--- src/rtl/nic_if_if.sv ---
// PE register bus and router PE-port handshake bundle for nic_if.
// The slave modport is the NIC's view; the master modport is the PE/router side.
interface nic_if_if #(
  parameter int unsigned DATA_WIDTH = 64
);
  // PE register access
  logic [1:0]            addr;
  logic [DATA_WIDTH-1:0] d_in;
  logic [DATA_WIDTH-1:0] d_out;
  logic                  nicEn;
  logic                  nicWrEn;
  // Injection (NIC -> router)
  logic                  net_so;
  logic                  net_ro;
  logic [DATA_WIDTH-1:0] net_do;
  logic                  net_polarity;
  // Ejection (router -> NIC)
  logic                  net_si;
  logic                  net_ri;
  logic [DATA_WIDTH-1:0] net_di;

  modport slave (
    input  addr, d_in, nicEn, nicWrEn,
    input  net_ro, net_polarity, net_si, net_di,
    output d_out, net_so, net_do, net_ri
  );

  modport master (
    output addr, d_in, nicEn, nicWrEn,
    output net_ro, net_polarity, net_si, net_di,
    input  d_out, net_so, net_do, net_ri
  );
endinterface

--- src/rtl/nic_if.sv ---
// Network interface controller: register-mapped one-packet input and output
// buffers between a processing element and the router's PE port.
module nic_if #(
  parameter int unsigned DATA_WIDTH = 64,
  parameter int unsigned VC_BIT     = 63
) (
  input logic        clk,
  input logic        reset,
  nic_if_if.slave    bus
);

  localparam logic [1:0] ADDR_IN_DATA    = 2'd0;
  localparam logic [1:0] ADDR_IN_STATUS  = 2'd1;
  localparam logic [1:0] ADDR_OUT_DATA   = 2'd2;
  localparam logic [1:0] ADDR_OUT_STATUS = 2'd3;

  logic [DATA_WIDTH-1:0] in_buf;
  logic [DATA_WIDTH-1:0] out_buf;
  logic [DATA_WIDTH-1:0] d_out_q;
  logic                  in_full;
  logic                  out_full;
  logic                  pe_rd;
  logic                  pe_wr;
  logic                  send;

  assign pe_rd = bus.nicEn & ~bus.nicWrEn;
  assign pe_wr = bus.nicEn &  bus.nicWrEn;

  // Reset gating keeps the handshake outputs at their idle values while
  // reset is held, even before the reset edge has cleared the buffers.
  assign send        = ~reset & out_full & bus.net_ro
                     & (out_buf[VC_BIT] == bus.net_polarity);
  assign bus.net_so  = send;
  assign bus.net_ri  = reset | ~in_full;
  assign bus.net_do  = out_buf;
  assign bus.d_out   = d_out_q;

  // Registered PE read data; holds when no read is requested.
  always_ff @(posedge clk) begin
    if (reset) begin
      d_out_q <= '0;
    end else if (pe_rd) begin
      case (bus.addr)
        ADDR_IN_DATA:    d_out_q <= in_buf;
        ADDR_IN_STATUS:  d_out_q <= {{(DATA_WIDTH-1){1'b0}}, in_full};
        ADDR_OUT_STATUS: d_out_q <= {{(DATA_WIDTH-1){1'b0}}, out_full};
        default:         d_out_q <= '0;
      endcase
    end
  end

  // Ejection buffer: capture from router when empty, free on PE data read.
  always_ff @(posedge clk) begin
    if (reset) begin
      in_buf  <= '0;
      in_full <= 1'b0;
    end else if (pe_rd && bus.addr == ADDR_IN_DATA && in_full) begin
      in_full <= 1'b0;
    end else if (bus.net_si && !in_full) begin
      in_buf  <= bus.net_di;
      in_full <= 1'b1;
    end
  end

  // Injection buffer: load on PE write when empty, free when sent.
  always_ff @(posedge clk) begin
    if (reset) begin
      out_buf  <= '0;
      out_full <= 1'b0;
    end else if (send) begin
      out_full <= 1'b0;
    end else if (pe_wr && bus.addr == ADDR_OUT_DATA && !out_full) begin
      out_buf  <= bus.d_in;
      out_full <= 1'b1;
    end
  end

endmodule

--- src/flat_wrapper.sv ---
// flat-port wrapper written by rule: the top's interface ports become plain ports
module nic_if_flat 
#(
  parameter int unsigned DATA_WIDTH = 64,
  parameter int unsigned VC_BIT     = 63
)
  (clk, reset, bus_addr, bus_d_in, bus_nicEn, bus_nicWrEn, bus_net_ro, bus_net_polarity, bus_net_si, bus_net_di, bus_d_out, bus_net_so, bus_net_do, bus_net_ri);
  nic_if_if #(.DATA_WIDTH(DATA_WIDTH)) bus_i ();
  input logic clk;
  input logic reset;
  input wire logic [$bits(bus_i.addr)-1:0] bus_addr;
  input wire logic [$bits(bus_i.d_in)-1:0] bus_d_in;
  input wire logic [$bits(bus_i.nicEn)-1:0] bus_nicEn;
  input wire logic [$bits(bus_i.nicWrEn)-1:0] bus_nicWrEn;
  input wire logic [$bits(bus_i.net_ro)-1:0] bus_net_ro;
  input wire logic [$bits(bus_i.net_polarity)-1:0] bus_net_polarity;
  input wire logic [$bits(bus_i.net_si)-1:0] bus_net_si;
  input wire logic [$bits(bus_i.net_di)-1:0] bus_net_di;
  output wire logic [$bits(bus_i.d_out)-1:0] bus_d_out;
  output wire logic [$bits(bus_i.net_so)-1:0] bus_net_so;
  output wire logic [$bits(bus_i.net_do)-1:0] bus_net_do;
  output wire logic [$bits(bus_i.net_ri)-1:0] bus_net_ri;
  assign bus_i.addr = bus_addr;
  assign bus_i.d_in = bus_d_in;
  assign bus_i.nicEn = bus_nicEn;
  assign bus_i.nicWrEn = bus_nicWrEn;
  assign bus_i.net_ro = bus_net_ro;
  assign bus_i.net_polarity = bus_net_polarity;
  assign bus_i.net_si = bus_net_si;
  assign bus_i.net_di = bus_net_di;
  assign bus_d_out = bus_i.d_out;
  assign bus_net_so = bus_i.net_so;
  assign bus_net_do = bus_i.net_do;
  assign bus_net_ri = bus_i.net_ri;
  nic_if #(.DATA_WIDTH(DATA_WIDTH), .VC_BIT(VC_BIT)) u_core (.clk(clk), .reset(reset), .bus(bus_i));
endmodule
--- config.mk ---
export PLATFORM = sky130hd
export DESIGN_NAME = nic_if_flat
export DESIGN_NICKNAME = d
export VERILOG_FILES = /design/src/rtl/nic_if_if.sv /design/src/rtl/nic_if.sv /design/src/flat_wrapper.sv
export SDC_FILE = /design/constraint.sdc
export NUM_CORES = 1
export LEC_CHECK = 0
export CELL_PAD_IN_SITES_DETAIL_PLACEMENT = 0
export CELL_PAD_IN_SITES_GLOBAL_PLACEMENT = 1
export CORE_AREA = 2 2 157 159
export DETAILED_ROUTE_END_ITERATION = 10
export DIE_AREA = 0 0 159 161
export PLACE_DENSITY = 0.77
export SKIP_LAST_GASP = 1
export SLEW_MARGIN = 40
export SYNTH_ARGS = -nofsm -noshare
export SYNTH_HDL_FRONTEND = slang
export SYNTH_SLANG_ARGS = --single-unit
--- constraint.sdc ---
create_clock -name clk -period 3.1 [get_ports clk]
set_input_delay 0.31 -clock clk [delete_from_list [all_inputs] [get_ports clk]]
set_output_delay 0.31 -clock clk [all_outputs]
set_load 0.03 [all_outputs]
==> run metrics <==
status completed; Slew Viols, Final 0; Global Route Usage Sum 15.71%; Clock Pin Slew Worst Setup and Hold Paths 0.07 ns; Fin. Hold Viols 0; CTS max path bufs 2; die area 25600 sq um; wire length on met1 8674 um; Die Ht 161 um; DP HPWL 13430 um; Clock Latency Late Sink 0.43 ns; drt pass-1 iters 4; CTS tree done; most frequent cells in the layout clkdlybuf4s50_1, nand2_1, dfxtp_1; R2R Setup Slk 1.51 ns; Clock Skew 0.009864 ns; DRC 0; fin cells 1356; flops & latches, synth 194; Hold Slack 0.3143 ns; pre-CTS setup slack 0.8310 ns; total grt overflow 0; Worst Path Max Fanout 3; DR iter-0 viols 304; ANT nets after route 0; area of the core 23960 sq um; cts repair resizes 0; H-Tree Depth 4; CTS Buf Count 17; # diodes 0; average cell area after synthesis 8.970 sq um; setup repair after global routing missed its margin false; Worst Setup End Kind primary output; post-synthesis net count 923; metal3 WL 2388 um; Core Util, Final 44.23%; Pleak 3.758 nW; Area Growth Syn to Fin 50.31%; Total Wirelength 20130 um; first-pass GRT wire length 32130 um; number of global-route vias before repair 6046; largest net degree at the start of global routing 90; post-synthesis sequential area ratio 55.08%; Finished Cell Area 10600 sq um; clock sink total 194; Vias/cell 4.485; initial antenna violation count 0; actual slew at the worst max-slew pin 0.6725 ns; Post-DP Area 9948 sq um; min-delay worst type in2reg; Boundary Pins 267; Worst Slack Setup Final 0.6849 ns; Max Used Layer met4; Max-Cap Viols 0; I/O Buffers 266; endpoints failing setup 0; Final period util 77.91%; data required time of the critical path 2.79 ns; share of layout cells above drive strength 1 5.814%; Peak Freq 0.4141 GHz; Avg WL per Cell 14.84 um; Cells after Synth 786; placed cells 1324; met2 WL post-DR 8859 um; Yosys warning count 0; Max VDD drop 0.3236 mV; postcts setup bufs 0; Final TNS setup 0 ns; cell area power density 524.7 nW/um^2; vias 6081; Initial Utilization 29.42%; number of library cell types mapped by synthesis 22; synthesized cell area 7051 sq um; Final min period 2.415 ns; placer's final routability congestion estimate 0.7670; commonest non-fill, non-tap cell in the layout clkdlybuf4s50_1; Slew HR 55.16%; Root Buffer clkbuf_16; Power Total 5.561 mW; Setup CP Type reg2out; Total Nets Final 1156; CP arrival 2.11 ns; Chip Width 159 um; # hold bufs at CTS 0; fillcell total 2365; FP Rows 57; Worst setup SP type flop
## worst max-delay path, cell delays in order, from the launching register on
cell             delay (ns)
dfxtp_1                0.47
nand2b_1               0.13
nor3b_1                0.33
clkdlybuf4s50_1        0.75
## final cells by class
cell class	count	area (sq um)	share of cell area [%]
multi-input combinational	528	2840	26.80
sequential	194	3884	36.65
clock inverter	14	215.2	2.031
tap	324	405.4	3.825
clock buffer	18	429.2	4.050
timing repair buffer	277	2819	26.60
inverter	1	5.005	0.04723
## final timing paths
kind | start | endpoint | cells after the start
min reg2reg | u_core.in_buf[56]$_SDFFE_PP0P_ | u_core.in_buf[56]$_SDFFE_PP0P_ | 2
min | reset | u_core.bus.d_out[26]$_SDFFE_PP0P_ | 2
max | u_core.out_full$_SDFFE_PP0P_ | bus_net_so | 3
max reg2reg | u_core.in_full$_SDFFE_PP0P_ | u_core.in_buf[57]$_SDFFE_PP0P_ | 4
## power by group
group / leakage [nW] / switching, mW / internal, mW
clock network: 0.310 / 1.09 / 1.32
registers: 1.58 / 0.0394 / 2.56
logic: 1.87 / 0.274 / 0.275
total: 3.76 / 1.40 / 4.16
## layer usage
layer / global-route usage [%] / vias to the layer above
li1: - / 3066
met1: 18.83 / 2766
met2: 24.68 / 235
met3: 8.731 / 14
met4: 3.595 / 0
met5: 0 / -
## registers in the layout, indices dropped and copies added (netlist names)
register           flops
u_core.bus.d_out      64
u_core.bus.net_do     64
u_core.in_buf         64
u_core.in_full         1
u_core.out_full        1
## cells in the mapped netlist (all sizes together)
library cell  count  share of area, %
clkbuf           21               1.1
a31oi             1             0.089
nand2b            3              0.27
a211oi            1              0.11
xor2              1              0.12
nor4b             1              0.21
mux2i            65               9.2
nor2             65               3.5
buf              42               3.9
a21oi            64               4.5
a22oi            63               7.4
o2bb2ai           1              0.12
inv               1             0.053
or3b              1              0.12
dfxtp           194                55
nand2           259                14
nor2b             1             0.089
nor3b             1              0.11
nand4b            1              0.12
## kinds of logic (layout without fill, tap and decap cells)
group	count (synthesis)	in the layout	synth area share [%]
AND/OR/NAND/NOR	332	332	18.17
flip-flops	194	194	55.08
AO/OA/AOI/OAI	130	130	12.28
multiplexers	65	65	9.228
buffers and inverters	64	310	5.111
XOR/XNOR	1	1	0.1242
Power figures use the tool's default switching activity.
